--- src/rtl/program_loader.sv ---
// Boot loader: packs a little-endian byte stream into instruction words.
// Optional trailing checksum byte when LOADER_CHECKSUM_EN is defined.
module program_loader #(
  parameter int DATA_WIDTH    = 32,
  parameter int MEMORY_DEPTH  = 32,
  parameter int ADDRESS_WIDTH = 6
) (
  input  logic                     clk,
  input  logic                     reset,
  input  logic                     Start_i,
  input  logic [ADDRESS_WIDTH-1:0] Length_i,
  input  logic [7:0]               Byte_i,
  input  logic                     Byte_Valid_i,
  output logic                     Byte_Ready_o,
  output logic                     Mem_Write_o,
  output logic [DATA_WIDTH-1:0]    Mem_Address_o,
  output logic [DATA_WIDTH-1:0]    Mem_Data_o,
  output logic                     Core_Hold_o,
  output logic                     Busy_o,
  output logic                     Done_o,
  output logic                     Error_o
);

  localparam int PADW = DATA_WIDTH - ADDRESS_WIDTH - 2;

  typedef enum logic [2:0] {
    S_IDLE,
    S_RECV,
    S_WRITE,
    S_CHECK,
    S_DONE
  } state_t;

  state_t                  r_state;
  logic [ADDRESS_WIDTH-1:0] r_len;
  logic [ADDRESS_WIDTH-1:0] r_word_cnt;
  logic [1:0]              r_byte_cnt;
  logic [DATA_WIDTH-9:0]   r_asm;
  logic                    r_ready;
  logic                    r_write;
  logic [DATA_WIDTH-1:0]   r_addr;
  logic [DATA_WIDTH-1:0]   r_data;
  logic                    r_hold;
  logic                    r_done;
  logic                    r_error;

  logic w_xfer;
  logic w_len_ok;
  logic w_last;

`ifdef LOADER_CHECKSUM_EN
  logic [7:0] r_sum;
  logic [7:0] w_sum_next;
  assign w_sum_next = r_sum + Byte_i;
`endif

  assign w_xfer   = Byte_Valid_i & r_ready;
  assign w_len_ok = (Length_i != '0) &&
                    (Length_i <= ADDRESS_WIDTH'(MEMORY_DEPTH));
  assign w_last   = (r_word_cnt + ADDRESS_WIDTH'(1)) == r_len;

  always_ff @(posedge clk or negedge reset) begin
    if (!reset) begin
      r_state    <= S_IDLE;
      r_len      <= '0;
      r_word_cnt <= '0;
      r_byte_cnt <= '0;
      r_asm      <= '0;
      r_ready    <= 1'b0;
      r_write    <= 1'b0;
      r_addr     <= '0;
      r_data     <= '0;
      r_hold     <= 1'b0;
      r_done     <= 1'b0;
      r_error    <= 1'b0;
`ifdef LOADER_CHECKSUM_EN
      r_sum      <= '0;
`endif
    end else begin
      r_write <= 1'b0;
      r_done  <= 1'b0;
      case (r_state)
        S_IDLE: begin
          if (Start_i) begin
            if (w_len_ok) begin
              r_state    <= S_RECV;
              r_len      <= Length_i;
              r_word_cnt <= '0;
              r_byte_cnt <= '0;
              r_asm      <= '0;
              r_error    <= 1'b0;
              r_hold     <= 1'b1;
              r_ready    <= 1'b1;
`ifdef LOADER_CHECKSUM_EN
              r_sum      <= '0;
`endif
            end else begin
              r_error <= 1'b1;
            end
          end
        end
        S_RECV: begin
          if (w_xfer) begin
            r_byte_cnt <= r_byte_cnt + 2'd1;
`ifdef LOADER_CHECKSUM_EN
            r_sum      <= w_sum_next;
`endif
            if (r_byte_cnt == 2'd3) begin
              r_state <= S_WRITE;
              r_ready <= 1'b0;
              r_write <= 1'b1;
              r_addr  <= {{PADW{1'b0}}, r_word_cnt, 2'b00};
              r_data  <= {Byte_i, r_asm};
            end else begin
              r_asm[8*r_byte_cnt +: 8] <= Byte_i;
            end
          end
        end
        S_WRITE: begin
          r_word_cnt <= r_word_cnt + ADDRESS_WIDTH'(1);
          if (w_last) begin
`ifdef LOADER_CHECKSUM_EN
            r_state <= S_CHECK;
            r_ready <= 1'b1;
`else
            r_state <= S_DONE;
            r_done  <= 1'b1;
            r_hold  <= 1'b0;
`endif
          end else begin
            r_state <= S_RECV;
            r_ready <= 1'b1;
          end
        end
`ifdef LOADER_CHECKSUM_EN
        // failed checksum keeps the core held until a new load
        S_CHECK: begin
          if (w_xfer) begin
            r_ready <= 1'b0;
            if (w_sum_next == 8'h00) begin
              r_state <= S_DONE;
              r_done  <= 1'b1;
              r_hold  <= 1'b0;
            end else begin
              r_state <= S_IDLE;
              r_error <= 1'b1;
            end
          end
        end
`endif
        S_DONE: r_state <= S_IDLE;
        default: r_state <= S_IDLE;
      endcase
    end
  end

  assign Byte_Ready_o  = r_ready;
  assign Mem_Write_o   = r_write;
  assign Mem_Address_o = r_addr;
  assign Mem_Data_o    = r_data;
  assign Core_Hold_o   = r_hold;
  assign Busy_o        = (r_state != S_IDLE);
  assign Done_o        = r_done;
  assign Error_o       = r_error;

endmodule

--- config.mk ---
export PLATFORM = sky130hd
export DESIGN_NAME = program_loader
export DESIGN_NICKNAME = d
export VERILOG_FILES = /design/src/rtl/program_loader.sv
export SDC_FILE = /design/constraint.sdc
export NUM_CORES = 1
export LEC_CHECK = 0
export CAP_MARGIN = 30
export CORE_MARGIN = 5
export CORE_UTILIZATION = 40
export CTS_BUF_LIST = sky130_fd_sc_hd__clkbuf_8
export CTS_CLUSTER_DIAMETER = 200
export DETAILED_ROUTE_END_ITERATION = 10
export PLACE_DENSITY = 0.66
export SYNTH_ARGS = -nofsm -noshare
export SYNTH_HDL_FRONTEND = slang
export SYNTH_SLANG_ARGS = --single-unit
--- constraint.sdc ---
create_clock -name clk -period 3.65 [get_ports clk]
set_clock_uncertainty 0.2 [all_clocks]
set_input_delay 0.365 -clock clk [delete_from_list [all_inputs] [get_ports clk]]
set_output_delay 0.365 -clock clk [all_outputs]
set_load 0.01 [all_outputs]
==> results.txt <==
Net Sw Power = 1020 uW
Die Wd = 109 um
Drt pass-1 iters = 4
Slew headroom = 0.375
Post-route cell area = 0.00481 mm2
Number of synthesized flops with an enable pin = 0
Final period util = 0.711
Port Buffers = 61
Worst setup margin = 1050 ps
Yosys cell types = 38
Yosys top cell by area = dfrtp_1
Worst Setup Start Kind = input pin
PD cells = 683 mW/mm2
Achievable Freq = 385 MHz
Clock network power share = 0.231
CTS tree = built
Clk_lat worst skew = 340 ps
DRT iter0 DRCs = 53
Total GRT Usage = 0.134
Final setup viols = 0
Top FF cell, synth = dfrtp_1
Worst path required time = 3720 ps
Yosys reg bits = 84
Leakage = 0.00216 uW
Max Root-Sink Buffers = 2
P&R area growth vs syn = 22.9%
HP Class = input pin to asynchronous set/reset pin
Root buf cell = clkbuf_8
Synth warn = 0
RSZ-0062 raised after global routing = no
Slew @ Worst Pin = 930 ps
DR vias = 2411
Pin count of the biggest net entering global routing = 52
Clk sinks = 84
Async set-or-reset flop fraction in the synthesized netlist = 1.00
Ports = 88
Mux cell area share after synthesis = 0.191
Post-Synth XOR/XNOR Area = 0.0291
Die H = 109 um
Synth top area share = 0.538
Post-CTS Setup Inserts = 0
Status = finished, final reports clean
DR DRC count = 0
Clock period minus worst slack = 2600 ps
Hold Vio Cnt, Final = 0
Fill cell count = 896
Combinational family with the most area after synthesis = multiplexers
Slew Limit Fails = 0
Internal power = 2260 uW
Die Area = 0.0119 mm2
Fraction of the mapped netlist area in adder cells = 0.0192
Hold slack = 301 ps
Initial Utilization = 0.406
Max_cap viols = 0
Num CTS Buffers = 9
Setup tns final = 0 ps
Placed wire-length estimate = 5.47 mm
Number of global-route vias before repair = 2529
Share of layout cells above drive strength 1 = 0.186
Ant diodes = 0
Worst-path clk slew = 90 ps
ANT nets after route = 0
Count leader, synth = dfrtp_1
Global-route wire length before repair = 12.5 mm
Vias per std cell = 4.59
CP Class = input pin to register
Total power = 3290 uW
Switch share = 0.311
Syn avg cell area = 12.1 um2
Area of the mapped netlist = 0.00391 mm2
WL/cell = 14.2 um
CP Max Fanout = 12
Core area = 0.00964 mm2
Grt ovf = 0
Synth Area in Simple Gates = 0.0829
Wire length after detailed routing = 7.47 mm
Pre-CTS setup slack = 693 ps
H-tree level count = 3
Combinational cell fraction of total power = 0.354
Max VDD drop = 0.000272 V
Post-synth top cells = dfrtp_1, mux2_2, nand2_1, inv_1, buf_4
Num rows = 36
Area contributors post-synth = dfrtp_1, mux2_2, mux2i_1
Flop pwr share = 0.416
Area fraction in compound gates after synthesis = 0.0419
Post-synthesis sequential area ratio = 0.538
WP data arrival = 2660 ps
Crit path capture type = register
Routability cong. = 0.770
Initial antenna violation count = 0
Fin nets = 411
Post-Synthesis Cells = 322
DP Area = 0.00457 mm2
## critical path: stages
cell,delay (ps)
clkdlybuf4s50_1,410
or4_4,560
o21a_4,230
nor3_4,520
a21o_2,330
mux2i_1,230
## layout make-up
type	instances	area [um2]	share of cell area
multi-input combinational	197	1520	0.317
tap	133	166	0.0346
sequential	84	2100	0.437
clock inverter	6	93.8	0.0195
clock buffer	10	138	0.0286
inverter	30	113	0.0234
timing repair buffer	65	673	0.140
## cells by family (layout without fill, tap and decap cells)
group | Yosys count | count (layout)
flip-flops | 84 | 84
multiplexers | 69 | 69
buffers and inverters | 66 | 111
AND/OR/NAND/NOR | 63 | 63
AO/OA/AOI/OAI | 20 | 20
XOR/XNOR | 13 | 13
adder cells (fa/ha/maj) | 6 | 6
other | 1 | 26
## flip-flops by register name (all words and copies together) (netlist names)
register       flops
Byte_Ready_o       1
Core_Hold_o        1
Done_o             1
Error_o            1
Mem_Address_o      6
Mem_Data_o        32
Mem_Write_o        1
r_asm             24
r_byte_cnt         2
r_len              6
r_state            3
r_word_cnt         6
## path summary, 6_finish.rpt
path / from / to / slack [ps] / cells after the start
min in group clk: r_asm[8]$_DFFE_PN0P_ / Mem_Data_o[8]$_DFFE_PN0P_ / 300 / 1
max in group asynchronous: reset / r_state[1]$_DFFE_PN0P_ / 2340 / 3
min reg2reg: r_asm[8]$_DFFE_PN0P_ / Mem_Data_o[8]$_DFFE_PN0P_ / 300 / 1
max: Length_i[0] / r_asm[18]$_DFFE_PN0P_ / 1050 / 6
max reg2reg: r_byte_cnt[0]$_DFFE_PN0P_ / r_asm[22]$_DFFE_PN0P_ / 1130 / 7
min: reset / Mem_Data_o[23]$_DFFE_PN0P_ / 300 / 2
## power by group through the flow
stage	Combinational (uW)	Sequential, uW	Clock [uW]
3_5_place_dp	1170	1390	0
3_3_place_gp	1150	1390	0
6_report	1160	1370	757
4_1_cts	1180	1370	773
2_1_floorplan	631	1430	0
5_1_grt	1270	1410	816
## metrics by stage
stage                     cells  utilization
after floorplan             347            -
after global placement      507        0.471
after detailed placement    508        0.474
after CTS                   525        0.499
after global routing        525        0.499
final                       525        0.499
## layout by cell type, fill, tap and decap left out, drive strengths merged, types with 4 or more instances in the layout
cell           count
nand2             32
mux2              44
clkbuf            10
clkdlybuf4s50     60
o21ai              4
xnor2             10
conb              26
nor3               6
inv               32
and3               5
nand3              5
buf                4
dfrtp             84
nor2               5
mux2i             25
ha                 6
## timing repair
action,in CTS,in global routing
hold endpoints to repair,33,0
hold buffers,1,0
resized for setup,0,0
endpoints found under the setup margin,0,0
## layer usage
layer	wire length (um)	up-vias	share of wire	track usage
met4	104	0	0.014	0.0550
met5	0	-	0	0
met1	3440	1193	0.46	0.177
li1	-	1150	-	-
met3	374	10	0.050	0.0278
met2	3550	58	0.48	0.216
(Power assumes the default switching activity.)
